--- src/rtl/dsp48_pkg.sv ---
// Shared types and constants for the DSP48 MAC sequencer: FSM state encoding
// and the DSP48 opmode bit-field values used to build the accumulate opmode.
package dsp48_pkg;

    typedef enum logic [2:0] {
        ST_IDLE  = 3'd0,
        ST_CLEAR = 3'd1,
        ST_RUN   = 3'd2,
        ST_DRAIN = 3'd3,
        ST_DONE  = 3'd4
    } seq_state_t;

    // Opmode layout: {post_sub, pre_sub, pre_en, carry_in, z_sel[1:0], x_sel[1:0]}
    localparam logic [1:0] OPM_X_M      = 2'b01;
    localparam logic [1:0] OPM_Z_P      = 2'b10;
    localparam logic       OPM_CARRY_0  = 1'b0;
    localparam logic       OPM_PRE_OFF  = 1'b0;
    localparam logic       OPM_PRE_ADD  = 1'b0;
    localparam logic       OPM_POST_ADD = 1'b0;

    function automatic logic [7:0] build_opmode(
        input logic       post_sub,
        input logic       pre_sub,
        input logic       pre_en,
        input logic       carry_in,
        input logic [1:0] z_sel,
        input logic [1:0] x_sel
    );
        return {post_sub, pre_sub, pre_en, carry_in, z_sel, x_sel};
    endfunction

    localparam logic [7:0] OPMODE_MAC_DEFAULT =
        build_opmode(OPM_POST_ADD, OPM_PRE_ADD, OPM_PRE_OFF, OPM_CARRY_0, OPM_Z_P, OPM_X_M);

endpackage

--- src/rtl/dsp48_vld_pipe.sv ---
// Parameterised-depth 1-bit valid shift register; delays a sample-valid strobe
// so it lines up with the product reaching the slice's P register.
module dsp48_vld_pipe
    import dsp48_pkg::*;
#(
    parameter int DEPTH = 2
) (
    input  logic clk,
    input  logic rst_n,
    input  logic din,
    output logic dout
);

    logic [DEPTH-1:0] sr;

    always_ff @(posedge clk or negedge rst_n) begin
        if (!rst_n) begin
            sr <= '0;
        end else begin
            sr[0] <= din;
            for (int i = 1; i < DEPTH; i++) begin
                sr[i] <= sr[i-1];
            end
        end
    end

    assign dout = sr[DEPTH-1];

endmodule

--- src/rtl/dsp48_mac_sequencer.sv ---
// Drives one DSP48 slice as a dot-product MAC: job handshake, operand stream,
// P clear/enable sequencing and result capture. Define DSP48_MAC_SEQ_OVF_EN to
// enable the sticky accumulate-carry flag on res_ovf.
module dsp48_mac_sequencer
    import dsp48_pkg::*;
#(
    parameter int         LEN_W      = 10,
    parameter int         PIPE_LAT   = 3,
    parameter logic [7:0] OPMODE_MAC = OPMODE_MAC_DEFAULT
) (
    input  logic             CLK,
    input  logic             RST_N,
    input  logic             start,
    output logic             start_ready,
    input  logic [LEN_W-1:0] start_len,
    input  logic             in_valid,
    output logic             in_ready,
    input  logic [17:0]      in_a,
    input  logic [17:0]      in_b,
    output logic             res_valid,
    input  logic             res_ready,
    output logic [47:0]      res_data,
    output logic             res_ovf,
    output logic [17:0]      dsp_a,
    output logic [17:0]      dsp_b,
    output logic [7:0]       dsp_opmode,
    output logic             dsp_ceopmode,
    output logic             dsp_cea,
    output logic             dsp_ceb,
    output logic             dsp_cem,
    output logic             dsp_cep,
    output logic             dsp_rstm,
    output logic             dsp_rstp,
    input  logic [47:0]      dsp_p,
    input  logic             dsp_carryout
);

    localparam int DRAIN_W = $clog2(PIPE_LAT + 1);

    seq_state_t         state, state_next;
    logic [LEN_W-1:0]   len_q;
    logic [LEN_W-1:0]   cnt;
    logic [DRAIN_W-1:0] drain_cnt;
    logic [47:0]        res_data_q;
    logic               start_fire;
    logic               run_open;
    logic               in_fire;
    logic               drain_done;

    assign start_fire = start && (state == ST_IDLE);
    assign run_open   = (state == ST_RUN) && (cnt < len_q);
    assign in_fire    = in_valid && run_open;
    // Drain runs PIPE_LAT cycles for the last product, plus the capture cycle.
    assign drain_done = (drain_cnt == DRAIN_W'(PIPE_LAT));

    always_ff @(posedge CLK or negedge RST_N) begin
        if (!RST_N) begin
            state      <= ST_IDLE;
            len_q      <= '0;
            cnt        <= '0;
            drain_cnt  <= '0;
            res_data_q <= '0;
        end else begin
            state <= state_next;
            if (start_fire) begin
                len_q <= start_len;
                cnt   <= '0;
            end else if (in_fire) begin
                cnt <= cnt + 1'b1;
            end
            if (state == ST_DRAIN) begin
                drain_cnt <= drain_cnt + 1'b1;
            end else begin
                drain_cnt <= '0;
            end
            if ((state == ST_DRAIN) && drain_done) begin
                res_data_q <= dsp_p;
            end
        end
    end

    always_comb begin
        state_next  = state;
        start_ready = 1'b0;
        res_valid   = 1'b0;
        dsp_rstp    = 1'b0;
        dsp_rstm    = 1'b0;
        unique case (state)
            ST_IDLE: begin
                start_ready = 1'b1;
                if (start) state_next = ST_CLEAR;
            end
            ST_CLEAR: begin
                dsp_rstp   = 1'b1;
                dsp_rstm   = 1'b1;
                state_next = (len_q == '0) ? ST_DRAIN : ST_RUN;
            end
            ST_RUN: begin
                if (in_fire && (cnt == len_q - 1'b1)) state_next = ST_DRAIN;
            end
            ST_DRAIN: begin
                if (drain_done) state_next = ST_DONE;
            end
            ST_DONE: begin
                res_valid = 1'b1;
                if (res_ready) state_next = ST_IDLE;
            end
            default: state_next = ST_IDLE;
        endcase
    end

    // P only loads when a real product arrives, so bubbles never corrupt the sum.
    dsp48_vld_pipe #(
        .DEPTH(PIPE_LAT - 1)
    ) u_cep_pipe (
        .clk  (CLK),
        .rst_n(RST_N),
        .din  (in_fire),
        .dout (dsp_cep)
    );

`ifdef DSP48_MAC_SEQ_OVF_EN
    logic cep_seen;
    logic ovf_q;

    always_ff @(posedge CLK or negedge RST_N) begin
        if (!RST_N) begin
            cep_seen <= 1'b0;
            ovf_q    <= 1'b0;
        end else if (start_fire) begin
            cep_seen <= 1'b0;
            ovf_q    <= 1'b0;
        end else if ((state != ST_IDLE) && (state != ST_DONE)) begin
            if (dsp_cep) cep_seen <= 1'b1;
            if (cep_seen && dsp_carryout) ovf_q <= 1'b1;
        end
    end

    assign res_ovf = ovf_q;
`else
    logic ovf_unused;
    assign ovf_unused = dsp_carryout;
    assign res_ovf    = 1'b0;
`endif

    assign in_ready     = run_open;
    assign res_data     = res_data_q;
    assign dsp_a        = in_a;
    assign dsp_b        = in_b;
    assign dsp_opmode   = OPMODE_MAC;
    assign dsp_ceopmode = 1'b1;
    assign dsp_cea      = 1'b1;
    assign dsp_ceb      = 1'b1;
    assign dsp_cem      = 1'b1;

endmodule
--- config.mk ---
export PLATFORM = sky130hd
export DESIGN_NAME = dsp48_mac_sequencer
export DESIGN_NICKNAME = d
export VERILOG_FILES = /design/src/rtl/dsp48_pkg.sv /design/src/rtl/dsp48_vld_pipe.sv /design/src/rtl/dsp48_mac_sequencer.sv
export SDC_FILE = /design/constraint.sdc
export NUM_CORES = 1
export LEC_CHECK = 0
export CELL_PAD_IN_SITES_DETAIL_PLACEMENT = 0
export CELL_PAD_IN_SITES_GLOBAL_PLACEMENT = 2
export CORE_UTILIZATION = 21
export CTS_CLUSTER_SIZE = 8
export DETAILED_ROUTE_END_ITERATION = 8
export PLACE_DENSITY = 0.8
export RECOVER_POWER = 50
export SLEW_MARGIN = 0
export SYNTH_ARGS = -nofsm -noshare
export SYNTH_HDL_FRONTEND = slang
export SYNTH_HIERARCHICAL = 1
export SYNTH_SLANG_ARGS = --single-unit
export TNS_END_PERCENT = 1
--- constraint.sdc ---
create_clock -name CLK -period 1.9 [get_ports CLK]
set_input_delay 0.285 -clock CLK [delete_from_list [all_inputs] [get_ports CLK]]
set_output_delay 0.285 -clock CLK [all_outputs]
set_load 0.02 [all_outputs]
== Word-level counts from Yosys, hierarchy flattened ==
Cells that the tools add are included.
Cells by class
  add/sub/neg operators: 3
  magnitude comparators: 1
  equal/unequal tests: 10
  multiplexer cells: 12
  reduce and logical (&&, ||, !) cells: 9
Operator list (number)
  2-to-1 mux 10 bit: 2
  one-hot mux 3 bit (5 select lines): 1
  2-to-1 mux 3 bit: 4
  adder 10 x 1 -> 10 bit, second input constant: 1
  == test 10 bit: 1
  logical NOT 10 bit: 1
  < comparator 10 bit: 1
  subtractor 10 x 1 -> 10 bit, second input constant: 1
  == test 3 x 2 -> 1 bit, second input constant: 2
  != test 2 bit, second input constant: 3
  logical AND 1 bit: 5
  2-to-1 mux 1 bit: 4
  AND reduction 4 bit: 1
  == test 3 x 1 -> 1 bit, second input constant: 1
  == test 3 bit, second input constant: 1
  logical NOT 3 bit: 1
  adder 2 x 1 -> 2 bit, second input constant: 1
  == test 2 bit, second input constant: 1
  2-to-1 mux 2 bit: 1
  != test 2 x 1 -> 1 bit, second input constant: 1
  nonzero test 2 bit: 1
Word-level totals
  register bits after elaboration: 75
  input bits: 100
  output and inout port bits: 103

== Depth between registers and ports, before layout ==
Gate-level depths: netlist of run 1.
  word-level depth: 6
  depth in mapped cells: 9
  gate-level depth less buffers: 7

== By module ==
Netlist of run 1, hierarchy kept.
By module, submodules not included
  dsp48_mac_sequencer: times used 1, cells an instance 372, area each 4046.4 µm², seq. area each 1826.8 µm²
  dsp48_vld_pipe: times used 1, cells an instance 2, area each 50.0 µm², seq. area each 50.0 µm²

== Least setup slack after synthesis of run 1 ==
No wires, ideal clock.
  kind: register -> register
  start: reg len_q[3]
  end: reg cnt[4]
  arrival: 1.891 ns
  required time: 1.760 ns
  slack: -0.131 ns
  cell stages (with the launch flop): 10
  buffers on the path: 2
  period minus slack after synthesis: 2.031 ns
  cells stage by stage: dfrtp_1 > buf_2 > inv_1 > ha_1 > and4_1 > o21ai_0 > a41oi_1 > buf_2 > o311ai_0 > o41ai_1
On the way
  word-level cells in the longest chain between the ends: 4
RTL lines
  start: declaration: RTL line dsp48_mac_sequencer.sv:41  | logic [LEN_W-1:0] len_q;
  start signal: assignment: RTL line dsp48_mac_sequencer.sv:66  | len_q <= start_len;
  < comparator 10 bit: RTL line dsp48_mac_sequencer.sv:51  | assign run_open = (state == ST_RUN) && (cnt < len_q);
  logical AND 1 bit: RTL line dsp48_mac_sequencer.sv:51
  logical AND 1 bit: RTL line dsp48_mac_sequencer.sv:52  | assign in_fire = in_valid && run_open;
  nonzero test 2 bit (no line)
  end signal: assignment: RTL line dsp48_mac_sequencer.sv:69  | cnt <= cnt + 1'b1;
  end: declaration: RTL line dsp48_mac_sequencer.sv:42  | logic [LEN_W-1:0] cnt;
Every way passes these cells.
A chain may end at the register's enable or synchronous reset.

== Final worst setup path of run 1 ==
  start: reg cnt[7]
  end: out in_ready
On the way
  word-level cells in the longest chain between the ends: 2
RTL lines
  < comparator 10 bit: RTL line dsp48_mac_sequencer.sv:51
  logical AND 1 bit: RTL line dsp48_mac_sequencer.sv:51
  end: declaration: RTL line dsp48_mac_sequencer.sv:17  | output logic in_ready,
Every way passes these cells.

==> results.md, run 1 <==
- H-tree depth: 3
- Min Tclk post-route: 2.10 ns
- Placer Congestion: 0.826
- Worst setup SP type: flop
- Ys async rst share: 100%
- Combinational power share: 52.7%
- Fin. max-slew vios: 0
- Slew headroom: 39.7%
- Clk root buf: clkbuf_16
- Vias in the first global route: 3173
- Die height: 142 um
- Commonest non-fill, non-tap cell in the layout: clkdlybuf4s50_1
- Fmax: 0.477 GHz
- Int Power: 6.16 mW
- Lkg Pwr: 2.54 nW
- Synth unique cells: 53
- Sequential Power Share: 28.3%
- Post-layout util: 32.0%
- Vias/cell: 4.13
- Hold_ws: 0.359 ns
- Placement Cell Area: 5580 um^2
- Skew final: 0.00487 ns
- Initial antenna violation count: 0
- FILL cells: 1948
- First-pass GRT wire length: 17100 um
- Worst-Skew Late Latency: 0.34 ns
- Final #Nets: 615
- Mapped Cells: 374
- Placed cells: 743
- Failing checks: negative setup slack
- Gr usage total: 11.2%
- Yosys warns: 6
- Yosys reg bits: 75
- Cell area after synthesis: 4100 um^2
- Wire per inst: 14.3 um
- Pre-CTS setup slack: -0.394 ns
- Commonest non-fill, non-tap cells in the layout: clkdlybuf4s50_1, dfrtp_1, mux2_2, buf_4, nand2_1
- Final setup vio count: 9
- Pwr/cell area: 1620 nW/um^2
- Ant diodes: 0
- Clk network pwr share: 19.0%
- Post-synth EDFFs: 0
- Post-Layout Cell Count: 765
- Clk slew on worst S/H paths: 0.06 ns
- Arrival time worst endpoint: 1.81 ns
- DR iter-0 viols: 132
- Crit end category: primary output
- Maximum vdd ir drop: 0.483 mV
- Crit Path Max Fanout: 2
- Setup Crit Path Kind: reg2out
- Status: finished with violations
- Worst-case clock buffer depth: 2
- Total power: 9.77 mW
- DRC viols: 0
- Hold Crit Depth: 0
- Share of cells above drive strength 1: 30.7%
- Site Rows: 50
- Worst Reg-to-Reg Cells: 8
- Synth Flop Type: dfrtp_1
- Net Sw Power: 3.61 mW
- Syn avg cell area: 11.0 um^2
- Final WS setup: -0.198 ns
- Final WL: 11000 um
- Post-synthesis sequential area ratio: 45.8%
- Final worst-path cycle share: 110%
- CTS sink count: 75
- Worst path required time: 1.62 ns
- Worst Hold Class: reg2reg
- CTS tree: yes
- RSZ-0062 raised after global routing: true
- Vias post-DR: 3160
- Io pins: 203
- Switching Fraction: 37.0%
- Layout area overhead: 47.7%
- DRT Pass-1 Iters: 4
- Total CTS buffers: 9
- Fin. Hold Viols: 0
- Initial Util: 21.7%
- Die Wd: 142 um
- Final TNS setup: -0.906 ns
- Dpl hpwl: 8380 um
- Die area: 20100 um^2
- Largest net degree at the start of global routing: 45
- Count of input and output buffers: 116
- Number of routed nets with antenna violations: 0
- Worst-Margin Slew: 0.905 ns
- Post-route cell area: 6050 um^2
- Core area: 18900 um^2
- GR Overflow Total: 0
- Maxcap violations: 0
worst paths after layout:
check / slack (ns) / from / end
max: -0.20 / cnt[7] / in_ready
min reg2reg: 0.36 / u_cep_pipe/sr[0] / u_cep_pipe/sr[1]
max in group asynchronous: 0.38 / RST_N / res_data[10]
max reg2reg: -0.16 / len_q[1] / state[0]
min in group asynchronous: 0.61 / RST_N / cnt[0]
min: 0.36 / u_cep_pipe/sr[0] / u_cep_pipe/sr[1]
cells by family after synthesis:
kind of cell	synth area share [%]
xor gates and xnor gates	1.28
buffers and inverters	12.4
DFF	45.8
muxes	14.7
other	0.183
and+or+nand+nor	13.1
adders and majority gates	4.28
AOI/OAI and AO/OA	8.25
power groups by stage:
| stage | registers (mW) | logic, mW | clock network, mW |
|---|---|---|---|
| 5_1_grt | 2.86 | 5.56 | 1.99 |
| 4_1_cts | 2.76 | 5.08 | 1.92 |
| 6_report | 2.76 | 5.16 | 1.86 |
| 3_5_place_dp | 2.77 | 4.99 | 0 |
| 2_1_floorplan | 3.45 | 2.08 | 0 |
| 3_3_place_gp | 2.74 | 4.93 | 0 |
synth_stat cells, types with 2 or more instances:
cell type	number	share of area, %
nand2_1	22	2.0
clkbuf_1	3	0.27
nor2_1	12	1.1
conb_1	2	0.18
a21oi_1	6	0.73
xnor2_1	3	0.64
nor3_1	13	1.6
buf_1	3	0.27
buf_2	8	0.98
xor2_1	3	0.64
and2_1	3	0.46
nand2b_1	7	1.1
mux2_2	49	13
o31ai_1	2	0.37
a41o_1	2	0.49
dfrtp_1	75	46
or4_1	2	0.37
mux2i_1	5	1.2
inv_1	15	1.4
nand3_1	14	1.7
nor2b_1	4	0.61
o21ai_0	19	2.3
ha_1	14	4.3
and4_1	3	0.64
buf_4	52	9.5
and3_1	6	0.92
flip-flops by register name, summed over array words and instances (netlist names):
| signal | cells |
|---|---|
| len_q | 10 |
| drain_cnt | 2 |
| cnt | 10 |
| u_cep_pipe/sr | 2 |
| state | 3 |
| res_data | 48 |
critical path: stages (launching register included):
cell and delay (ns):
dfrtp_1 0.41, ha_4 0.27, a211oi_4 0.30, a41o_1 0.24
and2_4 0.15, buf_6 0.11
cell type report:
class	count	area [um^2]	area share, %
Sequential cell	75	1880	31.0
Multi-Input combinational cell	229	1890	31.3
Tap cell	260	325	5.38
Clock inverter	6	90.1	1.49
Inverter	15	56.3	0.930
Timing Repair Buffer	171	1580	26.2
Clock buffer	9	225	3.72
what timing repair did:
action | CTS | global route
gates cloned | 0 | 1
hold buffers | 1 | 0
endpoints found under the hold margin | 31 | 0
setup buffers | 1 | 4
gates resized for setup | 26 | 17
setup endpoints to repair | 16 | 15
pin swaps | 4 | 7
layer usage:
layer  GRT usage, %  part of all wire, %  up-vias
met5              0                    0        -
met4           6.40                  2.8        0
met2           17.6                   48       99
met3           3.41                  6.1       26
met1           13.7                   43     1537
li1               -                    -     1498
Note: power is estimated with default switching activity, not from simulation.
==> run 2, diff against run 1 <==
Settings changed: SKIP_LAST_GASP set to 1.
==> run 2 against run 1 <==
The run still ends with negative setup slack left. Clock skew about the same. Global-route usage about the same. Sequential power about the same. Critical endpoint unchanged.
==> results.md, run 2 (synthesized netlist as in run 1, its figures left out) <==
- Initial Util: 21.7% (unchanged)
- Total power: 9.72 mW (-0.55%)
- Worst path required time: 1.62 ns (about the same)
- Status: finished with violations
- DR iter-0 viols: 117 (-11%)
- Final worst-path cycle share: 110% (about the same)
- Placer Congestion: 0.826 (unchanged)
- Final WL: 10900 um (-0.27%)
- Largest net degree at the start of global routing: 45 (unchanged)
- Final WS setup: -0.197 ns (+0.00118 ns)
- Die area: 20100 um^2 (unchanged)
- Layout area overhead: 46.9%
- Hold_ws: 0.359 ns (+0.00000100 ns)
- Failing checks: negative setup slack
- Maximum vdd ir drop: 0.483 mV (about the same)
- Min Tclk post-route: 2.10 ns (-0.00118 ns)
- Clk root buf: clkbuf_16
- Worst Hold Class: reg2reg
- Ant diodes: 0 (unchanged)
- Setup Crit Path Kind: reg2out
- Vias in the first global route: 3173 (unchanged)
- Core area: 18900 um^2 (unchanged)
- Count of input and output buffers: 116 (unchanged)
- CTS tree: yes
- Site Rows: 50 (unchanged)
- Number of routed nets with antenna violations: 0 (unchanged)
- First-pass GRT wire length: 17100 um (-0.16%)
- Share of cells above drive strength 1: 28.5% (-2.2 points)
- Total CTS buffers: 9 (unchanged)
- Crit end category: primary output
- Gr usage total: 11.2% (-0.015 points)
- FILL cells: 1955 (+0.36%)
- Placement Cell Area: 5580 um^2 (unchanged)
- Critical path's slowest cell: dfrtp_1
- Fin. Hold Viols: 0 (unchanged)
- Commonest non-fill, non-tap cells in the layout: clkdlybuf4s50_1, dfrtp_1, mux2_2, buf_4, nand2_1
- Final #Nets: 615 (unchanged)
- Dpl hpwl: 8380 um (unchanged)
- Maxcap violations: 0 (unchanged)
- RSZ-0062 raised after global routing: true
- GR Overflow Total: 0 (unchanged)
- Crit Path Max Fanout: 2 (unchanged)
- DRT Pass-1 Iters: 4 (unchanged)
- Worst-Skew Late Latency: 0.34 ns (about the same)
- Top delay family on crit path: compound AO/OA/AOI/OAI gates
- Slew headroom: 40.6% (+0.94 points)
- Buf/Inv on CP: 1 (unchanged)
- Fin. max-slew vios: 0 (unchanged)
- Vias post-DR: 3147 (-0.41%)
- H-tree depth: 3 (unchanged)
- Initial antenna violation count: 0 (unchanged)
- Worst-Margin Slew: 0.891 ns (-0.0141 ns)
- Wire per inst: 14.3 um (-0.27%)
- Clk slew on worst S/H paths: 0.06 ns (about the same)
- Arrival time worst endpoint: 1.81 ns (about the same)
- Cell Chain, Critical Path: ha_4, a211oi_4, a41o_1, and2_4, buf_6
- Skew final: 0.00492 ns (+0.0000531 ns)
- DRC viols: 0 (unchanged)
- Fmax: 0.477 GHz (about the same)
- Vias/cell: 4.11 (-0.41%)
- Io pins: 203 (unchanged)
- Final setup vio count: 13 (+4)
- Post-layout util: 31.8% (-0.19 points)
- Post-route cell area: 6020 um^2 (-0.58%)
- Die Wd: 142 um (unchanged)
- Post-Layout Cell Count: 765 (unchanged)
- Pwr/cell area: 1620 nW/um^2 (about the same)
- Placed cells: 743 (unchanged)
- Max FFs per register: 48 (unchanged)
- Die height: 142 um (unchanged)
- Lkg Pwr: 2.55 nW (+0.32%)
- Commonest non-fill, non-tap cell in the layout: clkdlybuf4s50_1
- Max stage delay on crit path: 0.41 ns (about the same)
- Worst-case clock buffer depth: 2 (unchanged)
- Worst setup SP type: flop
- CTS sink count: 75 (unchanged)
-- run 2: report_power, final --
group          internal [mW]  total, mW  switching (mW)  leakage (nW)
combinational           2.65       5.11            2.46          1.50
clock                   1.15       1.86           0.708         0.152
sequential              2.35       2.76           0.411         0.899
total                   6.14       9.72            3.58          2.55
-- run 2: layout make-up --
type	count	area, um^2	area share [%]
repair buffers	171	1580	26.3
clock inverters	6	90.1	1.50
multi-input cells	229	1860	30.9
clock buffers	9	225	3.74
inverters	15	56.3	0.936
flip-flops and latches	75	1880	31.2
well taps	260	325	5.41
-- run 2: per-layer routing --
metal  wire (um)  global-route usage, %  vias to the layer above
met3         658                   3.41                       24
met1        4700                   13.7                     1535
li1            -                      -                     1500
met5           0                      0                        -
met2        5300                   17.6                       88
met4         282                   6.45                        0
-- run 2: final timing paths --
kind                                   from               end  slack [ns]  cells after the start
max                                  cnt[7]          in_ready       -0.20                      5
min                        u_cep_pipe/sr[0]  u_cep_pipe/sr[1]        0.36                      0
max reg2reg                        len_q[1]          state[0]       -0.15                      8
min reg2reg                u_cep_pipe/sr[0]  u_cep_pipe/sr[1]        0.36                      0
max in group asynchronous             RST_N      res_data[10]        0.39                      3
min in group asynchronous             RST_N            cnt[0]        0.60                      2
-- run 2: timing repair --
item                       4_1_cts  5_1_grt
pin swaps                        2        6
resized for setup               14       10
buffers inserted                 1        4
hold endpoints to repair        31        0
cloned                           0        1
setup endpoints to repair       16       17
hold buffers                     1        0
-- run 2: worst reg2reg max path: stages, from the launching register on --
cell,delay (ns)
dfrtp_1,0.35
inv_1,0.06
buf_4,0.14
ha_1,0.28
xnor2_1,0.14
a311o_1,0.32
a31o_1,0.20
a2111oi_2,0.30
a41o_1,0.21
-- run 2: metrics by stage --
step / TNS [ns] / setup slack, ns
after floorplan: -0.0237 / -0.00993
after detailed placement: -2.03 / -0.394
final: -1.13 / -0.197
after global placement: -1.80 / -0.377
after global routing: -3.02 / -0.281
after CTS: -2.54 / -0.276
